### src/rtl/garage_door_sequencer_pkg.sv
// Shared definitions for the garage door sequencer: state encoding, default timing
// and a helper that identifies the counted states.
package garage_door_sequencer_pkg;

  localparam int DEAD_TIME_DEF  = 4;
  localparam int MAX_TRAVEL_DEF = 120;
  localparam int CNT_W_DEF      = 8;

  typedef enum logic [2:0] {
    ST_OPEN     = 3'd0,
    ST_CLOSED   = 3'd1,
    ST_OPENING  = 3'd2,
    ST_CLOSING  = 3'd3,
    ST_STOPPED  = 3'd4,
    ST_PAUSE    = 3'd5,
    ST_FAULT    = 3'd6
  } state_e;

  // States whose dwell time is tracked by the shared counter.
  function automatic logic is_timed(input state_e s);
    return (s == ST_OPENING) || (s == ST_CLOSING) || (s == ST_PAUSE);
  endfunction

endpackage

### src/rtl/garage_door_sequencer_rise_detect.sv
// Rising-edge detector for a level button: a held button yields a single-cycle pulse.
module rise_detect (
  input  logic clock,
  input  logic reset,
  input  logic level,
  output logic rise
);

  logic prev_q;
  logic prev_d;

  always_comb prev_d = level;

  // NOTE: sequential state is assigned with <= so every flop samples pre-edge values.
  always_ff @(posedge clock) begin
    if (!reset) prev_q <= 1'b0;
    else        prev_q <= prev_d;
  end

  assign rise = level & ~prev_q;

endmodule

### src/rtl/garage_door_sequencer.sv
// Garage door command sequencer: arbitrates wall/remote commands, enforces motor
// dead-time on reversal, and handles obstacle, travel timeout and limit faults.
module garage_door_sequencer
  import garage_door_sequencer_pkg::*;
#(
  parameter int DEAD_TIME  = DEAD_TIME_DEF,
  parameter int MAX_TRAVEL = MAX_TRAVEL_DEF,
  parameter int CNT_W      = CNT_W_DEF
) (
  input  logic       clock,
  input  logic       reset,
  input  logic       wall_open,
  input  logic       wall_close,
  input  logic       remote,
  input  logic       obstacle,
  input  logic       door_up,
  input  logic       door_down,
  input  logic       fault_clear,
  output logic       power_up,
  output logic       power_down,
  output logic       fault,
  output logic [2:0] state_out
);

  localparam logic [CNT_W-1:0] TRAVEL_LAST = CNT_W'(MAX_TRAVEL - 1);
  localparam logic [CNT_W-1:0] PAUSE_LAST  = CNT_W'(DEAD_TIME - 1);

  logic wall_open_rise;
  logic wall_close_rise;
  logic remote_rise;

  rise_detect u_wall_open (
    .clock (clock),
    .reset (reset),
    .level (wall_open),
    .rise  (wall_open_rise)
  );

  rise_detect u_wall_close (
    .clock (clock),
    .reset (reset),
    .level (wall_close),
    .rise  (wall_close_rise)
  );

  rise_detect u_remote (
    .clock (clock),
    .reset (reset),
    .level (remote),
    .rise  (remote_rise)
  );

  state_e           state_q,      state_d;
  logic             last_dir_q,   last_dir_d;
  logic [CNT_W-1:0] cnt_q,        cnt_d;
  logic             power_up_q,   power_up_d;
  logic             power_down_q, power_down_d;
  logic             fault_q,      fault_d;

  logic limit_fault;
  logic travel_timeout;
  logic pause_done;

  assign limit_fault    = door_up & door_down;
  assign travel_timeout = ((state_q == ST_OPENING) || (state_q == ST_CLOSING)) &&
                          (cnt_q == TRAVEL_LAST);
  assign pause_done     = (cnt_q == PAUSE_LAST);

  // Commands that would have no effect in a state fall through to lower priorities.
  always_comb begin
    // NOTE: a default before any branch keeps always_comb free of inferred latches.
    state_d = state_q;
    if (state_q == ST_FAULT) begin
      if (fault_clear) state_d = ST_STOPPED;
    end else if (limit_fault || travel_timeout) begin
      state_d = ST_FAULT;
    end else begin
      case (state_q)
        ST_OPEN: begin
          if ((wall_close_rise || remote_rise) && !obstacle) state_d = ST_CLOSING;
        end
        ST_CLOSED: begin
          if (wall_open_rise || remote_rise) state_d = ST_OPENING;
        end
        ST_OPENING: begin
          if (wall_close_rise)  state_d = ST_PAUSE;
          else if (remote_rise) state_d = ST_STOPPED;
          else if (door_up)     state_d = ST_OPEN;
        end
        ST_CLOSING: begin
          if (obstacle || wall_open_rise) state_d = ST_PAUSE;
          else if (remote_rise)           state_d = ST_STOPPED;
          else if (door_down)             state_d = ST_CLOSED;
        end
        ST_STOPPED: begin
          if (wall_open_rise)                     state_d = ST_OPENING;
          else if (wall_close_rise && !obstacle)  state_d = ST_CLOSING;
          else if (remote_rise)                   state_d = ST_PAUSE;
        end
        ST_PAUSE: begin
          // The pause target is always the reverse of the last motion.
          if (pause_done) state_d = last_dir_q ? ST_CLOSING : ST_OPENING;
        end
        default: state_d = ST_FAULT;
      endcase
    end
  end

  always_comb begin
    last_dir_d = last_dir_q;
    if ((state_d == ST_OPENING) && (state_q != ST_OPENING)) last_dir_d = 1'b1;
    if ((state_d == ST_CLOSING) && (state_q != ST_CLOSING)) last_dir_d = 1'b0;
    cnt_d = (is_timed(state_d) && (state_d == state_q)) ? cnt_q + CNT_W'(1) : '0;
  end

  // Outputs decode the next state so the drive registers change on the same edge.
  always_comb begin
    power_up_d   = (state_d == ST_OPENING);
    power_down_d = (state_d == ST_CLOSING);
    fault_d      = (state_d == ST_FAULT);
  end

  always_ff @(posedge clock) begin
    if (!reset) begin
      state_q      <= ST_STOPPED;
      last_dir_q   <= 1'b1;
      cnt_q        <= '0;
      power_up_q   <= 1'b0;
      power_down_q <= 1'b0;
      fault_q      <= 1'b0;
    end else begin
      state_q      <= state_d;
      last_dir_q   <= last_dir_d;
      cnt_q        <= cnt_d;
      power_up_q   <= power_up_d;
      power_down_q <= power_down_d;
      fault_q      <= fault_d;
    end
  end

  assign power_up   = power_up_q;
  assign power_down = power_down_q;
  assign fault      = fault_q;
  assign state_out  = state_q;

endmodule
### config.mk
export PLATFORM = sky130hd
export DESIGN_NAME = garage_door_sequencer
export DESIGN_NICKNAME = d
export VERILOG_FILES = /design/src/rtl/garage_door_sequencer_pkg.sv /design/src/rtl/garage_door_sequencer_rise_detect.sv /design/src/rtl/garage_door_sequencer.sv
export SDC_FILE = /design/constraint.sdc
export NUM_CORES = 1
export LEC_CHECK = 0
export BUFFER_PORTS_ARGS = -buffer_cell sky130_fd_sc_hd__buf_2
export CORE_MARGIN = 3
export CORE_UTILIZATION = 49
export DETAILED_ROUTE_END_ITERATION = 12
export GPL_TIMING_DRIVEN = 0
export PLACE_DENSITY = 0.77
export SYNTH_ARGS = -nofsm -noshare
export SYNTH_HDL_FRONTEND = slang
export SYNTH_SLANG_ARGS = --single-unit
### constraint.sdc
create_clock -name clock -period 2.4 [get_ports clock]
set_clock_uncertainty 0.05 [all_clocks]
set_input_delay 0.6 -clock clock [delete_from_list [all_inputs] [get_ports clock]]
set_output_delay 0.6 -clock clock [all_outputs]
set_load 0.03 [all_outputs]
==> run summary <==
Final hold vios: 0
Via Count: 993
GRT Residual Overflow: 0
N_diodes: 0
Via density: 5.95
DR iter-0 viols: 24
DRT Wirelength: 2490 um
CP Data Required Time: 2.58 ns
Share of cells above drive strength 1: 27.1%
Hold Path Class: in -> reg
Hold Path Sink: u_wall_close.prev_q$_SDFF_PN0_
First-pass GRT wire length: 3950 um
CP Launch Type: flop
Yosys cell types: 45
Top post-synthesis cells by count: dfxtp_1, nand2_1, nor2_1
Final min period: 2.30 ns
Fin Setup TNS: 0 ns
CTS tree: done
Max H-tree Level: 1
Rows: 16
FF-to-FF End: last_dir_q$_SDFFE_PN1P_
Post-synth top area share: 34.7%
Hold path start: wall_close
PD cells: 657 mW/mm2
DRC violations left: 0
DPL Wire Length: 1800 um
Max incr delay on CP: 0.43 ns
Seq/Total Area, Yosys: 34.7%
Antenna Violating Nets Remaining: 0
Max-slew violations: 0
Post-layout util: 62.2%
Critical Path End Type: flop
Initial antenna violation count: 0
Final GP Congestion: 0.875
Pre-antenna DRT Iters: 4
F_max: 436 MHz
Die area: 0.00271 mm2
Final setup margin: 0.105 ns
CTS sink cnt: 18
Synthesized area per cell: 8.64 um2
IO Port Bufs: 14
Relative slew slack: 50.8%
Largest net degree at the start of global routing: 11
Setup violations, final: 0
Top cells by area, synth: dfxtp_1, nor4_1, nand2_1
Dpl ws: -0.193 ns
Reg2Reg Setup Slack: 0.10 ns
Register bit count reported by yosys: 18
Gr usage total: 19.8%
Die width: 52.0 um
Layout area overhead: 18.9%
Hold-fix buffers at CTS: 0
IO Count: 15
Status: complete, no violations
Worst Tran Pin Value: 0.733 ns
# fillers: 181
Crit-path cells: ha_4 -> or3b_4 -> nand2b_4 -> a311o_1 -> o21a_4 -> o41a_1 -> a41oi_2
Placed cell area: 0.00114 mm2
Static Leakage: 0.469 nW
Synth async-reset ratio: 0%
Clock Path Buffers: 2
Critical Path AT: 2.48 ns
Synth Flop Type: dfxtp_1
Nets: 151
Area of the core: 0.00198 mm2
Register-to-Register Path Depth: 7
Clk Latency, worst-skew pair: 0.30 ns
TritonCTS buffer count: 3
Root Buffer: clkbuf_4
Most frequent cell after synthesis: dfxtp_1
Syn nets: 130
RSZ-0062 raised after global routing: no
Cells after synthesis: 120
Die Y: 52.0 um
Hold path depth: 2
Starting Density: 52.3%
Worst-path clk slew: 0.10 ns
Worst path slowest cell: o41a_1
Maxcap violations: 0
Crit path kind: reg -> reg
CP Max Fanout: 5
Reg2reg start: cnt_q[0]$_SDFF_PN0_
Yosys top cell by area: dfxtp_1
VDD IR-drop max: 365 uV
DR WL/cell: 14.9 um
Fin crit share: 95.6%
Number of synthesized flops with an enable pin: 0
Post-route cell area: 0.00123 mm2
Synthesized cell area: 0.00104 mm2
Yosys warning count: 0
Vias in the first global route: 932
-- cell families after synthesis --
family          count (synthesis)  share of synthesized area (%)
buf+inv                         7                           2.65
simple gates                   58                           32.3
flops                          18                           34.7
xor+xnor                        6                           5.07
compound gates                 30                           24.0
fa+ha+maj                       1                           1.21
-- power by group --
group | switching [W] | leakage, nW | internal [W] | total, W
combinational | 0.000184 | 0.300 | 0.000103 | 0.000287
clock | 0.0000953 | 0.0210 | 0.0000926 | 0.000188
sequential | 0.0000145 | 0.148 | 0.000320 | 0.000335
total | 0.000294 | 0.469 | 0.000516 | 0.000810
-- cell type report --
cell class,instances,area (um2),share of cell area (%)
multi-input cells,95,683,55.4
flip-flops and latches,18,363,29.4
repair buffers,17,92.6,7.51
clock buffers,4,36.3,2.94
well taps,27,33.8,2.74
inverters,4,15.0,1.22
plain buffers,2,10.0,0.811
-- layer usage --
layer	track usage, %	wire [um]	vias up
li1	-	-	492
met1	22.3	1050	468
met2	34.1	1260	24
met3	3.72	96	9
met4	11.8	83	0
met5	0	0	-
-- worst max path at each step --
stage / startpoint / endpoint / slack [ns]
after global routing: state_out[1]$_SDFF_PN0_ / cnt_q[2]$_SDFF_PN0_ / 0.004
final: cnt_q[0]$_SDFF_PN0_ / last_dir_q$_SDFFE_PN1P_ / 0.10
after floorplan: cnt_q[0]$_SDFF_PN0_ / last_dir_q$_SDFFE_PN1P_ / 0.05
after CTS: cnt_q[1]$_SDFF_PN0_ / last_dir_q$_SDFFE_PN1P_ / 0.06
after global placement: wall_open / last_dir_q$_SDFFE_PN1P_ / -0.12
after detailed placement: obstacle / last_dir_q$_SDFFE_PN1P_ / -0.19
-- layout by cell type, fill, tap and decap left out, types with 3 or more instances in the layout --
cell type  instances
dfxtp_1           16
nor2b_1            4
and2_1             5
xnor2_1            3
nor3_1             3
clkbuf_4           3
buf_4              3
inv_1              4
o21ai_0            6
nor2_1            10
nand2b_1           3
nor4_1             8
nand2_1           10
nand3_1            5
buf_2             15
xor2_1             3
-- registers in the layout, indices dropped and copies added, names as in the netlist --
signal               flops
u_wall_close.prev_q      1
state_out                3
u_remote.prev_q          1
cnt_q                    8
u_wall_open.prev_q       1
fault                    1
power_down               1
last_dir_q               1
power_up                 1
-- critical path: cells and delay by family, from the launching register on --
kind	cells	cell delay, ns
simple gates	2	0.56
fa+ha+maj	1	0.15
flops	1	0.37
compound gates	4	1.09
-- through the flow --
stage,std cells,power (W),hold slack [ns]
global placement,161,0.000606,0.432
detailed placement,161,0.000610,0.434
global route,167,0.000857,0.477
CTS,167,0.000800,0.463
floorplan,120,0.000545,0.405
finish,167,0.000810,0.473
-- repair_timing --
item,in CTS,in global routing
resized for setup,3,7
buffers inserted,2,1
setup endpoints to repair,7,9
pin swaps,2,1
Note: power is estimated with default switching activity, not from simulation.
